`src/rtl/syn_acortex_lb_master.sv`:
```
// ACORTEX Local Bus master: turns single host register transactions into LB cycles,
// with block-select decode, slave timeout and a saturating error counter.
module syn_acortex_lb_master #(
   parameter int LB_ADDR_W      = 8,
   parameter int LB_DATA_W      = 32,
   parameter int BLK_SEL_W      = 4,
   parameter int TIMEOUT_CYCLES = 64,
   parameter int ERR_CNT_W      = 8
) (
   input  logic                           clk_ir,
   input  logic                           rst_il,
   input  logic                           host_req_valid,
   output logic                           host_req_ready,
   input  logic                           host_req_wr,
   input  logic [BLK_SEL_W+LB_ADDR_W-1:0] host_req_addr,
   input  logic [LB_DATA_W-1:0]           host_req_data,
   output logic                           host_rsp_valid,
   output logic [LB_DATA_W-1:0]           host_rsp_data,
   output logic                           host_rsp_err,
   output logic [ERR_CNT_W-1:0]           err_cnt,
   output logic                           i2cm_wr_en,
   output logic                           i2cm_rd_en,
   output logic                           cmux_wr_en,
   output logic                           cmux_rd_en,
   output logic                           wmdrvr_wr_en,
   output logic                           wmdrvr_rd_en,
   output logic                           acache_wr_en,
   output logic                           acache_rd_en,
   output logic [LB_ADDR_W-1:0]           lbm_addr,
   output logic [LB_DATA_W-1:0]           lbm_wr_data,
   input  logic                           lbm_wr_valid,
   input  logic                           lbm_rd_valid,
   input  logic [LB_DATA_W-1:0]           lbm_rd_data
);

   localparam int TMO_W = $clog2(TIMEOUT_CYCLES + 1);

   typedef enum logic [1:0] {
      S_IDLE  = 2'd0,
      S_ISSUE = 2'd1,
      S_WAIT  = 2'd2,
      S_RESP  = 2'd3
   } state_t;

   state_t                 r_state;
   state_t                 w_state_next;
   logic                   r_ready;
   logic                   r_wr;
   logic [1:0]             r_sel;
   logic [TMO_W-1:0]       r_tmo_cnt;
   logic [LB_ADDR_W-1:0]   r_lbm_addr;
   logic [LB_DATA_W-1:0]   r_lbm_wr_data;
   logic [LB_DATA_W-1:0]   r_rsp_data;
   logic                   r_rsp_err;
   logic [ERR_CNT_W-1:0]   r_err_cnt;

   logic                   w_accept;
   logic [BLK_SEL_W-1:0]   w_blk;
   logic                   w_sel_ok;
   logic                   w_match;
   logic                   w_tmo_last;
   logic                   w_done_ok;
   logic                   w_done_err;
   logic [3:0]             w_wr_en;
   logic [3:0]             w_rd_en;
   logic                   w_rsp_valid;

   assign w_accept   = host_req_valid & r_ready;
   assign w_blk      = host_req_addr[BLK_SEL_W+LB_ADDR_W-1:LB_ADDR_W];
   assign w_sel_ok   = (w_blk <= BLK_SEL_W'(3));
   assign w_match    = r_wr ? lbm_wr_valid : lbm_rd_valid;
   assign w_tmo_last = (r_tmo_cnt >= TMO_W'(TIMEOUT_CYCLES - 1));

   // State register
   always_ff @(posedge clk_ir or negedge rst_il) begin
      if (!rst_il) begin
         r_state <= S_IDLE;
      end else begin
         r_state <= w_state_next;
      end
   end

   // Next-state logic; w_done_* mark the cycle that commits the response
   always_comb begin
      w_state_next = r_state;
      w_done_ok    = 1'b0;
      w_done_err   = 1'b0;
      case (r_state)
         S_IDLE: begin
            if (w_accept) begin
               if (w_sel_ok) begin
                  w_state_next = S_ISSUE;
               end else begin
                  w_state_next = S_RESP;
                  w_done_err   = 1'b1;
               end
            end
         end
         S_ISSUE: begin
            if (w_match) begin
               w_state_next = S_RESP;
               w_done_ok    = 1'b1;
            end else if (TIMEOUT_CYCLES <= 1) begin
               w_state_next = S_RESP;
               w_done_err   = 1'b1;
            end else begin
               w_state_next = S_WAIT;
            end
         end
         S_WAIT: begin
            if (w_match) begin
               w_state_next = S_RESP;
               w_done_ok    = 1'b1;
            end else if (w_tmo_last) begin
               w_state_next = S_RESP;
               w_done_err   = 1'b1;
            end
         end
         S_RESP: begin
            w_state_next = S_IDLE;
         end
         default: begin
            w_state_next = S_IDLE;
         end
      endcase
   end

   // Output decode: one enable for the latched slave/direction during ISSUE only
   always_comb begin
      w_wr_en     = '0;
      w_rd_en     = '0;
      w_rsp_valid = (r_state == S_RESP);
      for (int i = 0; i < 4; i++) begin
         if ((r_state == S_ISSUE) && (r_sel == 2'(i))) begin
            w_wr_en[i] = r_wr;
            w_rd_en[i] = ~r_wr;
         end
      end
   end

   // Request latch, timeout counter and response capture
   always_ff @(posedge clk_ir or negedge rst_il) begin
      if (!rst_il) begin
         r_ready       <= 1'b0;
         r_wr          <= 1'b0;
         r_sel         <= '0;
         r_tmo_cnt     <= '0;
         r_lbm_addr    <= '0;
         r_lbm_wr_data <= '0;
         r_rsp_data    <= '0;
         r_rsp_err     <= 1'b0;
         r_err_cnt     <= '0;
      end else begin
         r_ready <= (w_state_next == S_IDLE);
         if (w_accept) begin
            r_lbm_addr    <= host_req_addr[LB_ADDR_W-1:0];
            r_lbm_wr_data <= host_req_data;
            r_wr          <= host_req_wr;
            r_sel         <= w_blk[1:0];
         end
         // The enable cycle counts as the first timeout cycle
         if (r_state == S_ISSUE) begin
            r_tmo_cnt <= TMO_W'(1);
         end else if (r_state == S_WAIT) begin
            r_tmo_cnt <= r_tmo_cnt + TMO_W'(1);
         end
         if (w_done_ok) begin
            r_rsp_data <= r_wr ? '0 : lbm_rd_data;
            r_rsp_err  <= 1'b0;
         end else if (w_done_err) begin
            r_rsp_data <= '0;
            r_rsp_err  <= 1'b1;
            if (r_err_cnt != {ERR_CNT_W{1'b1}}) begin
               r_err_cnt <= r_err_cnt + ERR_CNT_W'(1);
            end
         end
      end
   end

   assign host_req_ready = r_ready;
   assign host_rsp_valid = w_rsp_valid;
   assign host_rsp_data  = r_rsp_data;
   assign host_rsp_err   = r_rsp_err;
   assign err_cnt        = r_err_cnt;
   assign lbm_addr       = r_lbm_addr;
   assign lbm_wr_data    = r_lbm_wr_data;

   assign i2cm_wr_en     = w_wr_en[0];
   assign i2cm_rd_en     = w_rd_en[0];
   assign cmux_wr_en     = w_wr_en[1];
   assign cmux_rd_en     = w_rd_en[1];
   assign wmdrvr_wr_en   = w_wr_en[2];
   assign wmdrvr_rd_en   = w_rd_en[2];
   assign acache_wr_en   = w_wr_en[3];
   assign acache_rd_en   = w_rd_en[3];

endmodule

```
`config.mk`:
```
export PLATFORM = sky130hd
export DESIGN_NAME = syn_acortex_lb_master
export DESIGN_NICKNAME = d
export VERILOG_FILES = /design/src/rtl/syn_acortex_lb_master.sv
export SDC_FILE = /design/constraint.sdc
export NUM_CORES = 1
export LEC_CHECK = 0
export CORE_MARGIN = 4
export CORE_UTILIZATION = 40
export CTS_CLUSTER_SIZE = 20
export DETAILED_ROUTE_END_ITERATION = 10
export GPL_TIMING_DRIVEN = 0
export HOLD_SLACK_MARGIN = 0.12
export PLACE_DENSITY = 0.86
export SLEW_MARGIN = 0
export SYNTH_ARGS = -nofsm -noshare
export SYNTH_HDL_FRONTEND = slang
export SYNTH_SLANG_ARGS = --single-unit
```
`constraint.sdc`:
```
create_clock -name clk_ir -period 3 [get_ports clk_ir]
set_input_delay 0.3 -clock clk_ir [delete_from_list [all_inputs] [get_ports clk_ir]]
set_output_delay 0.3 -clock clk_ir [all_outputs]
set_load 0.005 [all_outputs]
```
[Yosys cells after proc, flatten, opt, wreduce, memory -nomap -nowiden]
Index checks and enable logic that the tools add are counted.
Cells by class
  $lt $le $gt $ge: 2
  bitwise logic cells: 3
  mux-type cells: 29
  $add $sub $neg: 2
  reduce and logical (&&, ||, !) cells: 11
  eq/ne operators: 7
Operators by type and width (count)
  2-to-1 mux 32 bit: 3
  2-to-1 mux 1 bit: 18
  2-to-1 mux 7 bit: 2
  adder 8 x 1 -> 8 bit, second input constant: 1
  equality test 2 bit, second input constant: 4
  2-to-1 mux 2 bit: 4
  != test 8 bit, second input constant: 1
  one-hot mux 2 bit (4 select lines): 1
  adder 7 x 1 -> 7 bit, second input constant: 1
  greater-or-equal comparator 7 x 6 -> 1 bit, second input constant: 1
  logical NOT 2 bit: 3
  equality test 2 x 1 -> 1 bit, second input constant: 2
  less-or-equal comparator 4 x 2 -> 1 bit, second input constant: 1
  logical AND 1 bit: 4
  nonzero test 2 bit: 2
  AND reduction 3 bit: 1
  inverter 1 bit: 2
  one-hot mux 1 bit (2 select lines): 1
  OR reduction 2 bit: 1
  bitwise AND 1 bit: 1
Storage, ports and cells
  output and inout bits: 91
  input port bits: 82
  register bits: 94
  logic and storage cells: 64

[Longest topological paths before layout]
  word-level depth: 6
  gate-level depth with buffers: 8
  mapped depth without buffers: 7

[Worst setup path after synthesis]
No wires, ideal clock.
  kind: reg-to-reg
  start: reg r_tmo_cnt[0]
  end: reg r_rsp_data[10], in the netlist host_rsp_data[10]
  clock period less this slack: 1760 ps
  cell stages (with the launch flop): 8
  slack: 1240 ps
  buffers on the path: 1
  data required time: 2934 ps
  data arrival time: 1694 ps
  library setup time: 66 ps
  cells stage by stage: dfrtp_1 -> ha_1 -> a21o_1 -> a21oi_2 -> o21ai_2 -> nor2_1 -> buf_2 -> a22o_1
On the way
  longest elaborated chain between the ends: 5
Ends and longest elaborated chain
  start, declared: line 50  | logic [TMO_W-1:0] r_tmo_cnt;
  start signal, assigned: line 165  | r_tmo_cnt <= r_tmo_cnt + TMO_W'(1);
  greater-or-equal comparator 7 x 6 -> 1 bit: line 72  | assign w_tmo_last = (r_tmo_cnt >= TMO_W'(TIMEOUT_CYCLES - 1));
  2-to-1 mux 1 bit: line 114  | end else if (w_tmo_last) begin
  2-to-1 mux 1 bit: line 111  | if (w_match) begin
  one-hot mux 1 bit (2 select lines): line 88  | case (r_state)
  nonzero test 2 bit (no source line)
  end signal, assigned: line 168  | r_rsp_data <= r_wr ? '0 : lbm_rd_data;
  end, declared: line 53  | logic [LB_DATA_W-1:0] r_rsp_data;
Every way passes these cells.
A chain may end at the register's enable or synchronous reset.

[Final worst setup path]
  start: reg r_state[1]
  end: out i2cm_wr_en
On the way
  longest elaborated chain between the ends: 3
Ends and longest elaborated chain
  start, declared: line 45  | state_t r_state;
  start signal, assigned: line 79  | r_state <= w_state_next;
  equality test 2 x 1 -> 1 bit: line 134  | if ((r_state == S_ISSUE) && (r_sel == 2'(i))) begin
  logical AND 1 bit: line 134
  2-to-1 mux 1 bit: line 134
  end, declared: line 21  | output logic i2cm_wr_en,
Every way passes these cells.

==> reports/metrics.csv <==
metric;value;unit
vias;2938;
power_leakage;2.49;nW
worst_pin_slew;0.574;ns
synth_seq_cells;94;
post-place-ws;0.756;ns
io_pins;173;
vdd_drop_max;0.434;mV
p_seq_share;39.7;%
fin_ws;0.484;ns
register_area;0.00235;mm2
grtUsageMet3;6.06;%
pwr-share-clk;14.2;%
intPower;3.65;mW
gp_congestion;0.794;
insertedDiodeCount;0;
finalNetCount;553;
fp.dieH;105;um
rsz0062_at_grt;false;
synthTopCellsByArea;dfrtp_1 (62%), mux2_2 (13%), a22o_1 (7.6%);
grt_max_degree;57;
fmax;397;MHz
fin_skew;0.0111;ns
gr-max-usage-layer;met2;
die_area;0.0111;mm2
relSlewSlack;61.7;%
async_flop_share;100;%
hold_viol;0;
cts.path.max_buffers;2;
initialDrtViolationCount;92;
ant_nets;0;
cap_violations;0;
hp-class;in -> async;
synthToLayoutAreaGrowth;55.1;%
grt_overflow;0;
drc;0;
grt_pass1_vias;3285;
r2r_cells;7;
synth_ff_type;dfrtp_1;
antenna_found_initial;0;
grt.total_usage;17.7;%
core;0.00924;mm2
switching_share;32.1;%
synth_top_area_cell;dfrtp_1;
min_period;2.52;ns
numPortBuffers;172;
avgSynthCellArea;13.6;um2
synthCells;280;
die_w;105;um
cts_tree;yes;
fin_crit_sh;83.9;%
drive_gt1_share;14.5;%
syn_nets;368;
post_cts.repair.setup_buffers;0;
worst-path-max-fanout;9;
final_area;0.00589;mm2
critPathCaptureType;primary output;
floorplan.initialDensity;41.1;%
final_max_slew_viol_count;0;
place_hpwl;7520;um
syn_area;0.00379;mm2
yosysSeqAreaShare;62.0;%
use_met1;20.6;%
h-tree-depth;3;
cts_buffers;9;
drt-wirelength-per-cell;16.2;um
dp.cells;582;
cts_sinks;94;
met2_usage;30.3;%
outcome;finished, final reports clean;
routed_wl;9730;um
dr.pass1.iters;4;
p_per_area;913;mW/mm2
placed_area;0.00570;mm2
num_rows;35;
clk_latency;0.35;ns
finalSetupViolCount;0;
worstSetupStartpointType;register;
final_cells;599;
vias_per_cell;4.90;
setup.worst_path.class;reg -> out;
synth.top_cell.area_share;62.0;%
clockRootBuffer;clkbuf_8;
finalPower;5.38;mW
fillerInstances;720;
synth_cell_types;35;
power_switching;1.73;mW
synth_warnings;0;
clkSlewWorstSetupHoldPaths;0.10;ns
grt_pass1_wl;15900;um
synth_edf_count;0;
critPathRequiredTime;2.70;ns
combPwrFrac;46.1;%
multiInputGateArea;0.00137;mm2
cts_resized;0;
crit_arrival;2.22;ns
-- state kept, by name (all words and copies together) (netlist names), 2 cells and up --
| signal | cells |
|---|---|
| err_cnt | 8 |
| host_rsp_data | 32 |
| lbm_addr | 8 |
| lbm_wr_data | 32 |
| r_sel | 2 |
| r_state | 2 |
| r_tmo_cnt | 7 |
-- per-layer routing --
layer / share of wire [%] / vias to the layer above / routed length [um]
met4: 1.9 / 0 / 182
met3: 7.6 / 17 / 735
li1: - / 1380 / -
met5: 0 / - / 0
met2: 51 / 101 / 4970
met1: 39 / 1440 / 3840
-- power groups by stage --
| stage | Clock (mW) | Sequential, mW | Combinational [mW] |
|---|---|---|---|
| floorplan | 0 | 2.15 | 1.09 |
| global placement | 0 | 2.12 | 2.42 |
| detailed placement | 0 | 2.16 | 2.50 |
| CTS | 0.790 | 2.14 | 2.52 |
| global route | 0.840 | 2.21 | 2.70 |
| finish | 0.761 | 2.14 | 2.48 |
-- cells in the final DEF, fill, tap and decap left out, types with 9 or more instances in the layout --
cell type	n
a22o_1	33
dfrtp_1	94
nand2_1	14
mux2_2	43
clkbuf_8	9
nor2_1	12
clkdlybuf4s50_1	171
clkbuf_1	12
-- cells by family after synthesis --
logic type               after synthesis  synth area share, %
AO/OA/AOI/OAI                         53                 11.2
XOR/XNOR                               5                 1.15
adder cells (fa/ha/maj)                6                 1.98
buffers and inverters                 19                 1.98
flip-flops                            94                 62.0
multiplexers                          46                 13.8
AND/OR/NAND/NOR                       57                 7.81
-- worst max-delay path, stage by stage, from the launching register on --
cell,delay (ns)
dfrtp_1,0.42
inv_1,0.10
ha_1,0.15
clkbuf_1,0.30
nand2_1,0.17
nor3_1,0.17
clkdlybuf4s50_1,0.54
-- final timing paths --
check	end	from	slack, ns
setup / recovery	i2cm_wr_en	r_state[1]$_DFF_PN0_	0.48
hold / removal	lbm_wr_data[29]$_DFFE_PN0P_	rst_il	0.47
setup reg to reg	host_rsp_data[21]$_DFFE_PN0P_	r_tmo_cnt[0]$_DFFE_PN0P_	0.81
hold reg to reg	host_rsp_data[1]$_DFFE_PN0P_	host_rsp_data[1]$_DFFE_PN0P_	0.51
max in group asynchronous	lbm_wr_data[28]$_DFFE_PN0P_	rst_il	1.88
min in group clk_ir	host_rsp_data[1]$_DFFE_PN0P_	host_rsp_data[1]$_DFFE_PN0P_	0.51
-- repair_timing --
| item | 4_1_cts | 5_1_grt |
|---|---|---|
| setup endpoints to repair | 0 | 0 |
| hold buffers | 1 | 0 |
| hold endpoints to repair | 38 | 0 |
-- metrics by stage --
stage	hold slack [ns]	utilization [%]	TNS (ns)
6_report	0.474	63.7	0
2_1_floorplan	0.00441	-	0
4_1_cts	0.484	63.7	0
3_5_place_dp	0.310	61.7	0
3_3_place_gp	0.487	61.4	-162.30
5_1_grt	0.515	63.7	0
-- cell type report --
| class | instances | area share, % |
|---|---|---|
| timing repair buffer | 174 | 29.8 |
| multi-input combinational | 167 | 23.2 |
| inverter | 6 | 0.383 |
| buffer | 13 | 0.893 |
| clock inverter | 5 | 0.723 |
| sequential | 94 | 40.0 |
| tap | 129 | 2.74 |
| clock buffer | 11 | 2.23 |
-- cell usage after synthesis (2+ instances only) --
cell type / number
dfrtp_1: 94
mux2_2: 43
a22o_1: 33
nand2_1: 14
nor2_1: 12
clkbuf_1: 10
ha_1: 6
inv_1: 6
nand3_1: 6
o21ai_0: 6
a21oi_1: 5
nand2b_1: 5
xnor2_1: 5
and3_1: 3
buf_2: 3
nor3_1: 3
and2_1: 2
and4_1: 2
mux2_4: 2
nand4_1: 2
nor2b_1: 2
nor3b_1: 2
o22ai_1: 2
No activity file was read; power rests on OpenSTA's default activity.
==> patch, RTL diff (config.mk and constraints unchanged) <==
The 4 states of `state_t` get a one-hot encoding in 4 bits.
--- a/src/rtl/syn_acortex_lb_master.sv
+++ b/src/rtl/syn_acortex_lb_master.sv
@@ -36,9 +36,9 @@
    localparam int TMO_W = $clog2(TIMEOUT_CYCLES + 1);
 
-   typedef enum logic [1:0] {
-      S_IDLE  = 2'd0,
-      S_ISSUE = 2'd1,
-      S_WAIT  = 2'd2,
-      S_RESP  = 2'd3
+   typedef enum logic [3:0] {
+      S_IDLE  = 4'b0001,
+      S_ISSUE = 4'b0010,
+      S_WAIT  = 4'b0100,
+      S_RESP  = 4'b1000
    } state_t;
 
Check against the original RTL: same outputs for any inputs over 10 cycles, from zero or initial values and one cycle with rst_il low; not proved beyond that.
==> patch against the original RTL <==
Routed wire length decreased by 0.42%; power decreased by 20%; maximum frequency decreased by 7.8%; setup slack got worse by 0.21 ns; sequential cell count increased by 2; sequential power decreased by 12%; design area increased by 3.7%; clock power increased by 13%; sequential share of layout area decreased by 0.60 points; die area increased by 4.3%; synthesized area increased by 4.6%; count of clock-buffer cells in the layout increased by 1.
==> patch: results (changes against the original RTL) <==
pwr:
  pg_seq_mw: 1.88  # -12%
  pg_comb_mw: 1.56  # -37%
  powerClk_mw: 0.859  # +13%
  vdd_drop_max_v: 0.000363  # -16%
  power_leakage_nw: 2.56  # +3.2%
  switchingPower_mw: 1.20  # -31%
layout:
  regArea_um2: 2400  # +2.2%
  fin_cells: 611  # +2.0%
  nets: 558  # +0.90%
  multi_input_cells: 174  # +4.2%
  inv_count: 3  # -3
  post-route-util_pct: 62.8  # -0.94 points
  clkbuf_count: 12  # +1
  buffers: 190  # +1.6%
  multi_input_area_share_pct: 23.7  # +0.51 points
  n_fill_cell: 798  # +11%
  final_layout_size_suffix_gt1_share_pct: 16.1  # +1.6 points
  clock_cell_area_share_pct: 3.36  # +0.41 points
  buffer_area_share_pct: 30.6  # -0.10 points
grt:
  met3_usage_pct: 4.14  # -1.9 points
  met2_usage_pct: 29.3  # -1.0 points
  grt_pass1_vias: 3290  # +0.15%
  grt.total_usage_pct: 17.1  # -0.57 points
  use_met1_pct: 20.9  # +0.33 points
  grt_pass1_wl_um: 15800  # -0.56%
sta:
  holdWs_ns: 0.477  # +0.00285 ns
  tightest_slew_ns: 0.583  # +0.00908 ns
  fin_skew_ns: 0.00943  # -0.00164 ns
  fmax_mhz: 366  # -7.8%
synthesis:
  ys_types: 43  # +23%
  synth_common_cells: "95 x dfrtp_1, 46 x mux2_2, 33 x a22o_1"
  synth.area.top_cells: "dfrtp_1 60%, mux2_2 13%, a22o_1 7.3%"
  syn_avg_cell_area_um2: 13.7  # +1.4%
  seq_area_frac_synth_pct: 60.5  # -1.4 points
routing:
  drt-initial-drc-count: 90  # -2.2%
  wl_um: 9680  # -0.42%
  via_count: 2999  # +2.1%
place:
  placedCellCount: 595  # +2.2%
  hpwl_um: 7540  # +0.32%
  gp_congestion: 0.763  # -3.9%
  placed_area_um2: 5880  # +3.2%
  dp_slack_ns: 0.325  # -0.431 ns
clock_network:
  cts_root_buf: "clkbuf_8"
worst_setup_path:
  critical_path_peak_fanout: 10  # +1
  r2r_start: "r_state[3]"
  arrival_ns: 2.43  # +0.21 ns
  cpLargestDelayFamily: "simple AND/OR/NAND/NOR gates"
  r2r-end: "host_rsp_data[11]"
status:
  outcome: "finished, final reports clean"
-- patch: per-layer routing --
metal | wire length, um | vias to the layer above
li1 | - | 1419
met4 | 200 | 0
met2 | 5060 | 95
met3 | 562 | 18
met1 | 3860 | 1467
met5 | 0 | -
-- patch: what timing repair did --
action	CTS	global route
setup buffers	0	0
cloned	0	0
pin swaps	0	1
setup endpoints to repair	6	1
hold endpoints to repair	39	0
hold buffers	1	0
resized for setup	1	0
-- patch: logic make-up (layout without fill, tap and decap cells) --
kind of cell / Yosys count / count (layout) / share of synthesized area, %
flip-flops: 96 / 96 / 60.5
AND/OR/NAND/NOR: 59 / 59 / 8.54
AO/OA/AOI/OAI: 54 / 54 / 11.2
multiplexers: 48 / 48 / 13.6
buffers and inverters: 19 / 208 / 3.15
XOR/XNOR: 11 / 11 / 2.43
adder cells (fa/ha/maj): 2 / 2 / 0.630
